### src/rtl/spi_pkg.sv
// Shared types and defaults for the SPI burst controller and its RX FIFO.
package spi_pkg;

  typedef logic [7:0] spi_byte_t;

  typedef enum logic [2:0] {
    IDLE,
    SETUP,
    START,
    WAIT_DONE,
    NEXT,
    HOLD
  } burst_state_e;

  localparam int unsigned RX_DEPTH_DEFAULT = 4;
  localparam int unsigned SS_SETUP_DEFAULT = 2;
  localparam int unsigned SS_HOLD_DEFAULT  = 2;

  function automatic int unsigned max_u(input int unsigned a, input int unsigned b);
    return (a > b) ? a : b;
  endfunction

endpackage

### src/rtl/spi_rx_fifo.sv
// Synchronous RX FIFO with first-word-fall-through output; a push into a full
// FIFO is accepted only when the head is popped in the same cycle.
module spi_rx_fifo
  import spi_pkg::*;
#(
  parameter int unsigned DEPTH = RX_DEPTH_DEFAULT
) (
  input  logic      clk_i,
  input  logic      rst_i,
  input  logic      push_i,
  input  spi_byte_t data_i,
  input  logic      pop_i,
  output spi_byte_t data_o,
  output logic      valid_o,
  output logic      full_o
);

  localparam int unsigned PTR_W = $clog2(DEPTH);
  localparam int unsigned CNT_W = $clog2(DEPTH) + 1;

  spi_byte_t        mem [DEPTH];
  logic [PTR_W-1:0] wr_ptr;
  logic [PTR_W-1:0] rd_ptr;
  logic [CNT_W-1:0] count;
  logic             do_push;
  logic             do_pop;

  assign valid_o = (count != '0);
  assign full_o  = (count == CNT_W'(DEPTH));
  assign do_pop  = pop_i && valid_o;
  assign do_push = push_i && (!full_o || do_pop);
  // Output is forced to zero while empty so the idle value is deterministic.
  assign data_o  = valid_o ? mem[rd_ptr] : '0;

  always_ff @(posedge clk_i) begin
    if (rst_i) begin
      wr_ptr <= '0;
      rd_ptr <= '0;
      count  <= '0;
    end else begin
      if (do_push) wr_ptr <= wr_ptr + PTR_W'(1);
      if (do_pop)  rd_ptr <= rd_ptr + PTR_W'(1);
      case ({do_push, do_pop})
        2'b10:   count <= count + CNT_W'(1);
        2'b01:   count <= count - CNT_W'(1);
        default: ;
      endcase
    end
  end

  always_ff @(posedge clk_i) begin
    if (do_push) mem[wr_ptr] <= data_i;
  end

endmodule

### src/rtl/spi_burst_ctrl.sv
// Byte-burst front end for the SPI master core: owns slave select across a burst.
// SPI_BURST_RX_FIFO_EN selects an RX_DEPTH FIFO; otherwise RX is a single holding register.
module spi_burst_ctrl
  import spi_pkg::*;
#(
  parameter int unsigned RX_DEPTH = RX_DEPTH_DEFAULT,
  parameter int unsigned SS_SETUP = SS_SETUP_DEFAULT,
  parameter int unsigned SS_HOLD  = SS_HOLD_DEFAULT
) (
  input  logic      clk_i,
  input  logic      rst_i,
  input  spi_byte_t tx_data_i,
  input  logic      tx_valid_i,
  output logic      tx_ready_o,
  input  logic      tx_last_i,
  output spi_byte_t rx_data_o,
  output logic      rx_valid_o,
  input  logic      rx_ready_i,
  output logic      spi_start_o,
  output spi_byte_t spi_din_o,
  input  logic      spi_ready_i,
  input  logic      spi_done_tick_i,
  input  spi_byte_t spi_dout_i,
  output logic      ss_n_o,
  output logic      busy_o,
  output logic      rx_overrun_o
);

  localparam int unsigned CNT_W = $clog2(max_u(SS_SETUP, SS_HOLD) + 1);

  if (RX_DEPTH < 2 || (RX_DEPTH & (RX_DEPTH - 1)) != 0 || SS_SETUP < 1 || SS_HOLD < 1)
  begin : g_bad_params
    $error("spi_burst_ctrl: invalid RX_DEPTH/SS_SETUP/SS_HOLD");
  end

  burst_state_e     state;
  burst_state_e     state_d;
  logic [CNT_W-1:0] cnt;
  logic [CNT_W-1:0] cnt_d;
  spi_byte_t        tx_byte_q;
  logic             last_q;
  logic             tx_accept;
  logic             rx_push;

  assign tx_ready_o = (state == IDLE) || (state == NEXT);
  assign tx_accept  = tx_valid_i && tx_ready_o;
  assign ss_n_o     = (state == IDLE);
  assign busy_o     = (state != IDLE);
  assign spi_din_o  = tx_byte_q;

  always_ff @(posedge clk_i) begin
    if (rst_i) begin
      state     <= IDLE;
      cnt       <= '0;
      tx_byte_q <= '0;
      last_q    <= 1'b0;
    end else begin
      state <= state_d;
      cnt   <= cnt_d;
      if (tx_accept) begin
        tx_byte_q <= tx_data_i;
        last_q    <= tx_last_i;
      end
    end
  end

  // The shared counter times slave-select setup before the first byte and hold after the last.
  always_comb begin
    state_d     = state;
    cnt_d       = cnt;
    spi_start_o = 1'b0;
    rx_push     = 1'b0;
    case (state)
      IDLE: begin
        if (tx_accept) begin
          state_d = SETUP;
          cnt_d   = CNT_W'(SS_SETUP - 1);
        end
      end
      SETUP: begin
        if (cnt == '0) state_d = START;
        else           cnt_d   = cnt - CNT_W'(1);
      end
      START: begin
        if (spi_ready_i) begin
          spi_start_o = 1'b1;
          state_d     = WAIT_DONE;
        end
      end
      WAIT_DONE: begin
        if (spi_done_tick_i) begin
          rx_push = 1'b1;
          if (last_q) begin
            state_d = HOLD;
            cnt_d   = CNT_W'(SS_HOLD - 1);
          end else begin
            state_d = NEXT;
          end
        end
      end
      NEXT: begin
        if (tx_accept) state_d = START;
      end
      HOLD: begin
        if (cnt == '0) state_d = IDLE;
        else           cnt_d   = cnt - CNT_W'(1);
      end
      default: state_d = IDLE;
    endcase
  end

`ifdef SPI_BURST_RX_FIFO_EN
  logic rx_pop;
  logic rx_full;

  assign rx_pop = rx_valid_o && rx_ready_i;

  spi_rx_fifo #(
    .DEPTH (RX_DEPTH)
  ) u_rx_fifo (
    .clk_i   (clk_i),
    .rst_i   (rst_i),
    .push_i  (rx_push),
    .data_i  (spi_dout_i),
    .pop_i   (rx_pop),
    .data_o  (rx_data_o),
    .valid_o (rx_valid_o),
    .full_o  (rx_full)
  );

  always_ff @(posedge clk_i) begin
    if (rst_i)                                rx_overrun_o <= 1'b0;
    else if (rx_push && rx_full && !rx_pop)   rx_overrun_o <= 1'b1;
  end
`else
  spi_byte_t rx_q;
  logic      rx_vld_q;

  assign rx_data_o  = rx_q;
  assign rx_valid_o = rx_vld_q;

  // A new byte always wins; losing an unread byte is recorded as overrun.
  always_ff @(posedge clk_i) begin
    if (rst_i) begin
      rx_q         <= '0;
      rx_vld_q     <= 1'b0;
      rx_overrun_o <= 1'b0;
    end else if (rx_push) begin
      rx_q     <= spi_dout_i;
      rx_vld_q <= 1'b1;
      if (rx_vld_q && !rx_ready_i) rx_overrun_o <= 1'b1;
    end else if (rx_ready_i) begin
      rx_vld_q <= 1'b0;
    end
  end
`endif

endmodule

### config.mk
export PLATFORM = sky130hd
export DESIGN_NAME = spi_burst_ctrl
export DESIGN_NICKNAME = d
export VERILOG_FILES = /design/src/rtl/spi_pkg.sv /design/src/rtl/spi_rx_fifo.sv /design/src/rtl/spi_burst_ctrl.sv
export SDC_FILE = /design/constraint.sdc
export NUM_CORES = 1
export LEC_CHECK = 0
export CORE_MARGIN = 2
export CORE_UTILIZATION = 43
export DETAILED_ROUTE_END_ITERATION = 8
export PLACE_DENSITY = 0.83
export SLEW_MARGIN = 20
export SYNTH_ARGS = -nofsm -noshare
export SYNTH_HDL_FRONTEND = slang
export SYNTH_SLANG_ARGS = --single-unit
### constraint.sdc
create_clock -name clk_i -period 3.25 [get_ports clk_i]
set_clock_uncertainty 0.15 [all_clocks]
set_input_delay 0.325 -clock clk_i [delete_from_list [all_inputs] [get_ports clk_i]]
set_output_delay 0.325 -clock clk_i [all_outputs]
set_load 0.005 [all_outputs]
==> flow_summary_export.csv, run 1 <==
group,metric,value,unit
outcome,status,"completed",
pwr,p_per_area,606.4,nW/um^2
timing,fin_setup_tns,0,ns
pwr,power,0.8983,mW
routing,viasPerCell,4.938,
timing,period_share,69.93,%
pwr,seqPwrFrac,42.5,%
routing,avgRoutedWirePerCell,12.55,um
grt,grt_pass1_wl,3484,um
placed_design,dp.final_hpwl,1606,um
setup_path,path_class,"flip-flop to primary output",
yosys,yosysTopAreaCellShare,48.42,%
clock_network,cts_max_path_buffers,2,
yosys,synth.most_common_cell,"dfxtp_1",
yosys,ys.flop_type,"dfxtp_1",
placed_design,portBuffers,44,
clock_network,postCtsSetupBuffers,0,
floorplan,die_h,52.04,um
placed_design,place_ws,1.039,ns
routing,drt-pass1-iter-count,4,
pwr,p_int,0.6440,mW
grt,antenna_found_initial,0,
clock_network,post_cts_resized,0,
yosys,synth.ff_latch_count,24,
clock_network,hold_buffers,0,
finish,syn_to_final_growth,49.31,%
yosys,synthArstFlopShare,0,%
clock_network,clk_pin_slew,0.13,ns
finish,drive_above_1_share,4.698,%
job,maxCapViolCount,0,
clock_network,numCtsBuffers,3,
setup_path,startpoint_type,"flip-flop",
timing,setup_ws,0.9772,ns
pwr,p_leak,0.5616,nW
timing,finalHoldViolCount,0,
grt,grt_use_total,17.58,%
pwr,p_comb_share,33.4,%
yosys,synth.avg_cell_area,9.103,sq um
clock_network,cts_tree,"yes",
setup_path,crit_start,"state[0]",
finish,antenna_cells,0,
clock_network,htreeDepth,1,
setup_path,crit_arrival,1.80,ns
yosys,netlist_area,992.2,sq um
floorplan,dieArea,2708,sq um
timing,max_freq,440.0,MHz
floorplan,core,2191,sq um
clock_network,cts-root-buf,"clkbuf_4",
yosys,synth_top_area_cell,"dfxtp_1",
yosys,synthTopCellsByCount,"dfxtp_1 (24), nand2_1 (18), mux2i_1 (12), nor2_1 (12), a21oi_1 (11)",
yosys,synth_edf_count,0,
timing,slew_violations,0,
floorplan,fp-row-count,17,
yosys,yosysSeqAreaShare,48.42,%
yosys,ys_types,29,
pwr,vdd_drop_max,452.3,uV
setup_path,critical_path_required,2.77,ns
hold_path,worstHoldPathType,"flip-flop to flip-flop",
timing,max-slew-margin-rel,42.02,%
setup_path,rr_startpoint,"state[0]",
floorplan,die_w,52.04,um
yosys,ys_warn_count,0,
routing,drtAntennaViolNets,0,
pwr,pwr-share-clk,24.1,%
grt,grt_remaining_overflow,0,
timing,min_period,2.273,ns
hold_path,hp-start,"rx_data_o[4]",
routing,vias,874,
setup_path,critical_path.endpoint_type,"primary output",
yosys,synthCells,109,
floorplan,pin_count,45,
timing,rsz0062_at_grt,"false",
routing,remaining_drc_errors,0,
clock_network,clk_latency,0.32,ns
timing,setup_viol,0,
placed_design,place.gp.congestion,0.7686,
pwr,swShare,28.31,%
setup_path,crit_fanout,12,
routing,drtIter0Drc,3,
timing,worst_slew_pin_slew,0.8670,ns
finish,layout.nets,174,
yosys,syn-num-nets,133,
grt,grt_start_max_net_pins,27,
routing,routed_wirelength,2221,um
yosys,synth_area_leaders,"dfxtp_1 (48%), mux2i_1 (12%), nand2_1 (6.8%)",
pwr,p_switching,0.2543,mW
grt,grt_pass1_vias,843,
floorplan,initial_core_util,45.29,%
clock_network,clock_sinks,24,
## cell type report
type                       instances  area (sq um)
clock buffer                       3         22.52
clock inverter                     1         30.03
fill                             175         709.4
inverter                           4         15.01
multi-input combinational         73         457.9
sequential                        24         480.5
tap                               28         35.03
timing repair buffer              44         440.4
## cell families after synthesis
group                    count (synthesis)  synth area share [%]
multiplexers                            12                 12.11
buffers and inverters                   12                 5.927
AND/OR/NAND/NOR                         40                 18.54
flip-flops                              24                 48.42
adder cells (fa/ha/maj)                  1                 1.261
AO/OA/AOI/OAI                           20                 13.75
## worst paths after layout
path	endpoint	slack, ns	cells past startpoint
hold reg to reg	rx_data_o[4]	0.31	2
setup / recovery	ss_n_o	0.98	2
setup reg to reg	spi_din_o[5]	1.41	3
hold / removal	rx_data_o[4]	0.31	2
## sequential cells by signal, indices dropped and copies added, names as in the netlist
register and count:
spi_din_o 8, state 3, last_q 1, rx_overrun_o 1, cnt 2, rx_data_o 8, rx_valid_o 1
## cell usage in the layout, fill, tap and decap left out
master	instances
a21oi_1	11
nand3_1	1
and4b_1	1
a22oi_1	1
nor2b_1	1
nand2b_1	2
nand2_1	18
and3b_1	1
o31ai_2	1
bufinv_16	1
o21ba_2	1
nor2_1	12
nor3b_2	1
inv_1	4
a2111oi_0	1
dfxtp_1	24
nand4b_1	1
ha_1	1
nor3_1	1
a21o_1	1
o21a_1	1
a22o_1	1
clkbuf_4	3
a221o_1	1
nor3b_1	1
a211o_1	1
clkdlybuf4s50_1	44
mux2i_1	12
## critical path, cell delays in order (launching register included)
cell	delay (ns)
dfxtp_1	0.46
nor3_1	0.44
clkdlybuf4s50_1	0.58
## power groups by stage
stage	logic, mW	registers, mW	clock network [mW]
3_5_place_dp	0.300	0.387	0
6_report	0.300	0.382	0.216
5_1_grt	0.327	0.390	0.233
4_1_cts	0.303	0.382	0.223
2_1_floorplan	0.189	0.362	0
3_3_place_gp	0.291	0.386	0
## stage by stage
step	cell area [sq um]	utilization, %	hold WS [ns]	instances
floorplan	992.2	-	0.3027	109
detailed placement	1429	65.22	0.2962	173
CTS	1481	67.62	0.3148	177
finish	1481	67.62	0.3148	177
global placement	1429	65.22	0.2917	173
global route	1481	67.62	0.3300	177
## metal layers
layer  vias to the layer above  track usage [%]  routed length (um)
met2                        36            32.70                1118
met1                       387            19.57                 937
met4                         0            7.895                  14
met3                         2            2.299                 150
li1                        449                -                   -
met5                         -                0                   0
(Power assumes the default switching activity.)
==> run 2: changes to the inputs <==
Settings changed: CORE_UTILIZATION 43 to 40, PLACE_DENSITY 0.83 to 0.78.
Clock period 3.25 ns to 2.1 ns, I/O delays scaled along.
==> run 2 against run 1 <==
Compared with the run above:
- design area grew 1.8%
- setup slack lost 0.83 ns
- core utilization down 5.1 points
- clock power rose by 50%
- global-route usage down 2.4 points
- hold slack lost 0.030 ns
- critical path type unchanged
- clock-buffer cell count unchanged
- first-iteration DRC count increased to 3.0 times the previous value
- via count fell by 0.11%
- non-clock buffer count grew 3
- combinational power increased by 69%
==> flow_summary_export.csv, run 2 (synthesis results as in run 1) <==
group,metric,value,unit
job,maxCapViolCount,0,
timing,finalHoldViolCount,0,
finish,final_common_cell,"clkdlybuf4s50_1",
grt,grt_pass1_vias,758,
routing,drt-pass1-iter-count,6,
hold_path,whs_path_depth,3,
setup_path,path_class,"flip-flop to primary output",
pwr,vdd_drop_max,587.5,uV
pwr,p_leak,0.5751,nW
timing,setup_ws,0.1515,ns
grt,grt_pass1_wl,3125,um
clock_network,postCtsSetupBuffers,0,
setup_path,startpoint_type,"flip-flop",
placed_design,dp.final_hpwl,1633,um
clock_network,post_cts_resized,0,
setup_path,critical_path_required,1.74,ns
timing,worst_slew_pin_slew,0.4920,ns
clock_network,cts_max_path_buffers,2,
setup_path,slowest_delay,0.49,ns
grt,antenna_found_initial,0,
clock_network,cts-root-buf,"clkbuf_4",
finish,syn_to_final_growth,51.95,%
finish,nFillCells,204,
outcome,status,"completed",
timing,max-slew-margin-rel,67.10,%
timing,slew_violations,0,
setup_path,crit_path_top_delay_cell,"clkdlybuf4s50_1",
pwr,power,1.399,mW
floorplan,fp-row-count,18,
routing,avgRoutedWirePerCell,11.73,um
timing,fin_setup_tns,0,ns
clock_network,clock_sinks,24,
pwr,p_per_area,928.1,nW/um^2
clock_network,numCtsBuffers,3,
floorplan,initial_core_util,41.17,%
clock_network,htreeDepth,1,
placed_design,place_ws,0.3086,ns
routing,remaining_drc_errors,0,
floorplan,core,2410,sq um
timing,rsz0062_at_grt,"false",
grt,grt_use_total,15.19,%
setup_path,crit_arrival,1.59,ns
floorplan,pin_count,45,
routing,vias,873,
placed_design,place.gp.congestion,0.7959,
floorplan,dieArea,2895,sq um
finish,layout.nets,177,
finish,antenna_cells,0,
grt,grt_remaining_overflow,0,
clock_network,clk_latency,0.31,ns
clock_network,hold_buffers,0,
clock_network,clk_pin_slew,0.13,ns
placed_design,placed_cell_area,1449,sq um
floorplan,die_w,53.81,um
setup_path,path_cells,"nor2b_1 > and3b_1 > clkdlybuf4s50_1",
timing,setup_viol,0,
finish,layout_common_cells,"clkdlybuf4s50_1 (44), dfxtp_1 (23), nand2_1 (18)",
placed_design,portBuffers,44,
hold_path,worstHoldPathType,"input pin to flip-flop",
timing,period_share,92.79,%
finish,drive_above_1_share,7.237,%
setup_path,ff2ff_path_depth,3,
finish,fin_area,1508,sq um
floorplan,die_h,53.81,um
routing,routed_wirelength,2135,um
timing,max_freq,513.2,MHz
grt,grt_start_max_net_pins,15,
clock_network,cts_tree,"yes",
setup_path,crit_fanout,11,
setup_path,critical_path.endpoint_type,"primary output",
routing,drtIter0Drc,9,
routing,drtAntennaViolNets,0,
timing,min_period,1.948,ns
routing,viasPerCell,4.797,
-- run 2: cell type report --
cell class | count | area [sq um] | share of cell area (%)
clock buffer | 3 | 22.52 | 1.494
clock inverter | 1 | 30.03 | 1.992
inverter | 4 | 15.01 | 0.9958
multi-input combinational | 73 | 457.9 | 30.37
sequential | 24 | 481.7 | 31.95
tap | 30 | 37.54 | 2.490
timing repair buffer | 47 | 462.9 | 30.71
-- run 2: power breakdown --
part           total [mW]  switching [mW]  internal, mW
Clock               0.324           0.131         0.193
Sequential          0.567          0.0469         0.520
Combinational       0.508           0.202         0.306
Total                1.40           0.381          1.02
-- run 2: routing by layer --
layer / routed length [um] / part of all wire, % / GRT usage (%)
met2: 1014 / 47 / 25.00
met4: 18 / 0.84 / 6.410
met3: 142 / 6.7 / 6.111
met5: 0 / 0 / 0
met1: 959 / 45 / 17.29
-- run 2: worst paths after layout --
path / from / to / slack [ns]
worst min register to register: rx_data_o[7] / rx_data_o[7] / 0.31
worst min-delay path: spi_dout_i[7] / rx_data_o[7] / 0.28
worst max register to register: state[2] / cnt[0] / 0.50
worst max-delay path: state[1] / spi_start_o / 0.15
-- run 2: stage by stage --
step	util [%]	hold slack (ns)	cells
after CTS	62.31	0.2589	182
after global routing	62.56	0.2772	182
final	62.56	0.2847	182
after floorplan	-	0.1960	109
after detailed placement	60.12	0.2992	178
after global placement	60.12	0.2918	178
-- run 2: worst max-delay path: cells and delay by family, from the launching register on --
family,cells,cell delay (ns)
DFF,1,0.44
buffers and inverters,1,0.49
and+or+nand+nor,2,0.35
==> run 3: changes to the inputs <==
Settings changed: ABC_AREA from default to 0.
==> results of run 3 <==
The final DEF is identical to that of run 2; final timing and power are the same.
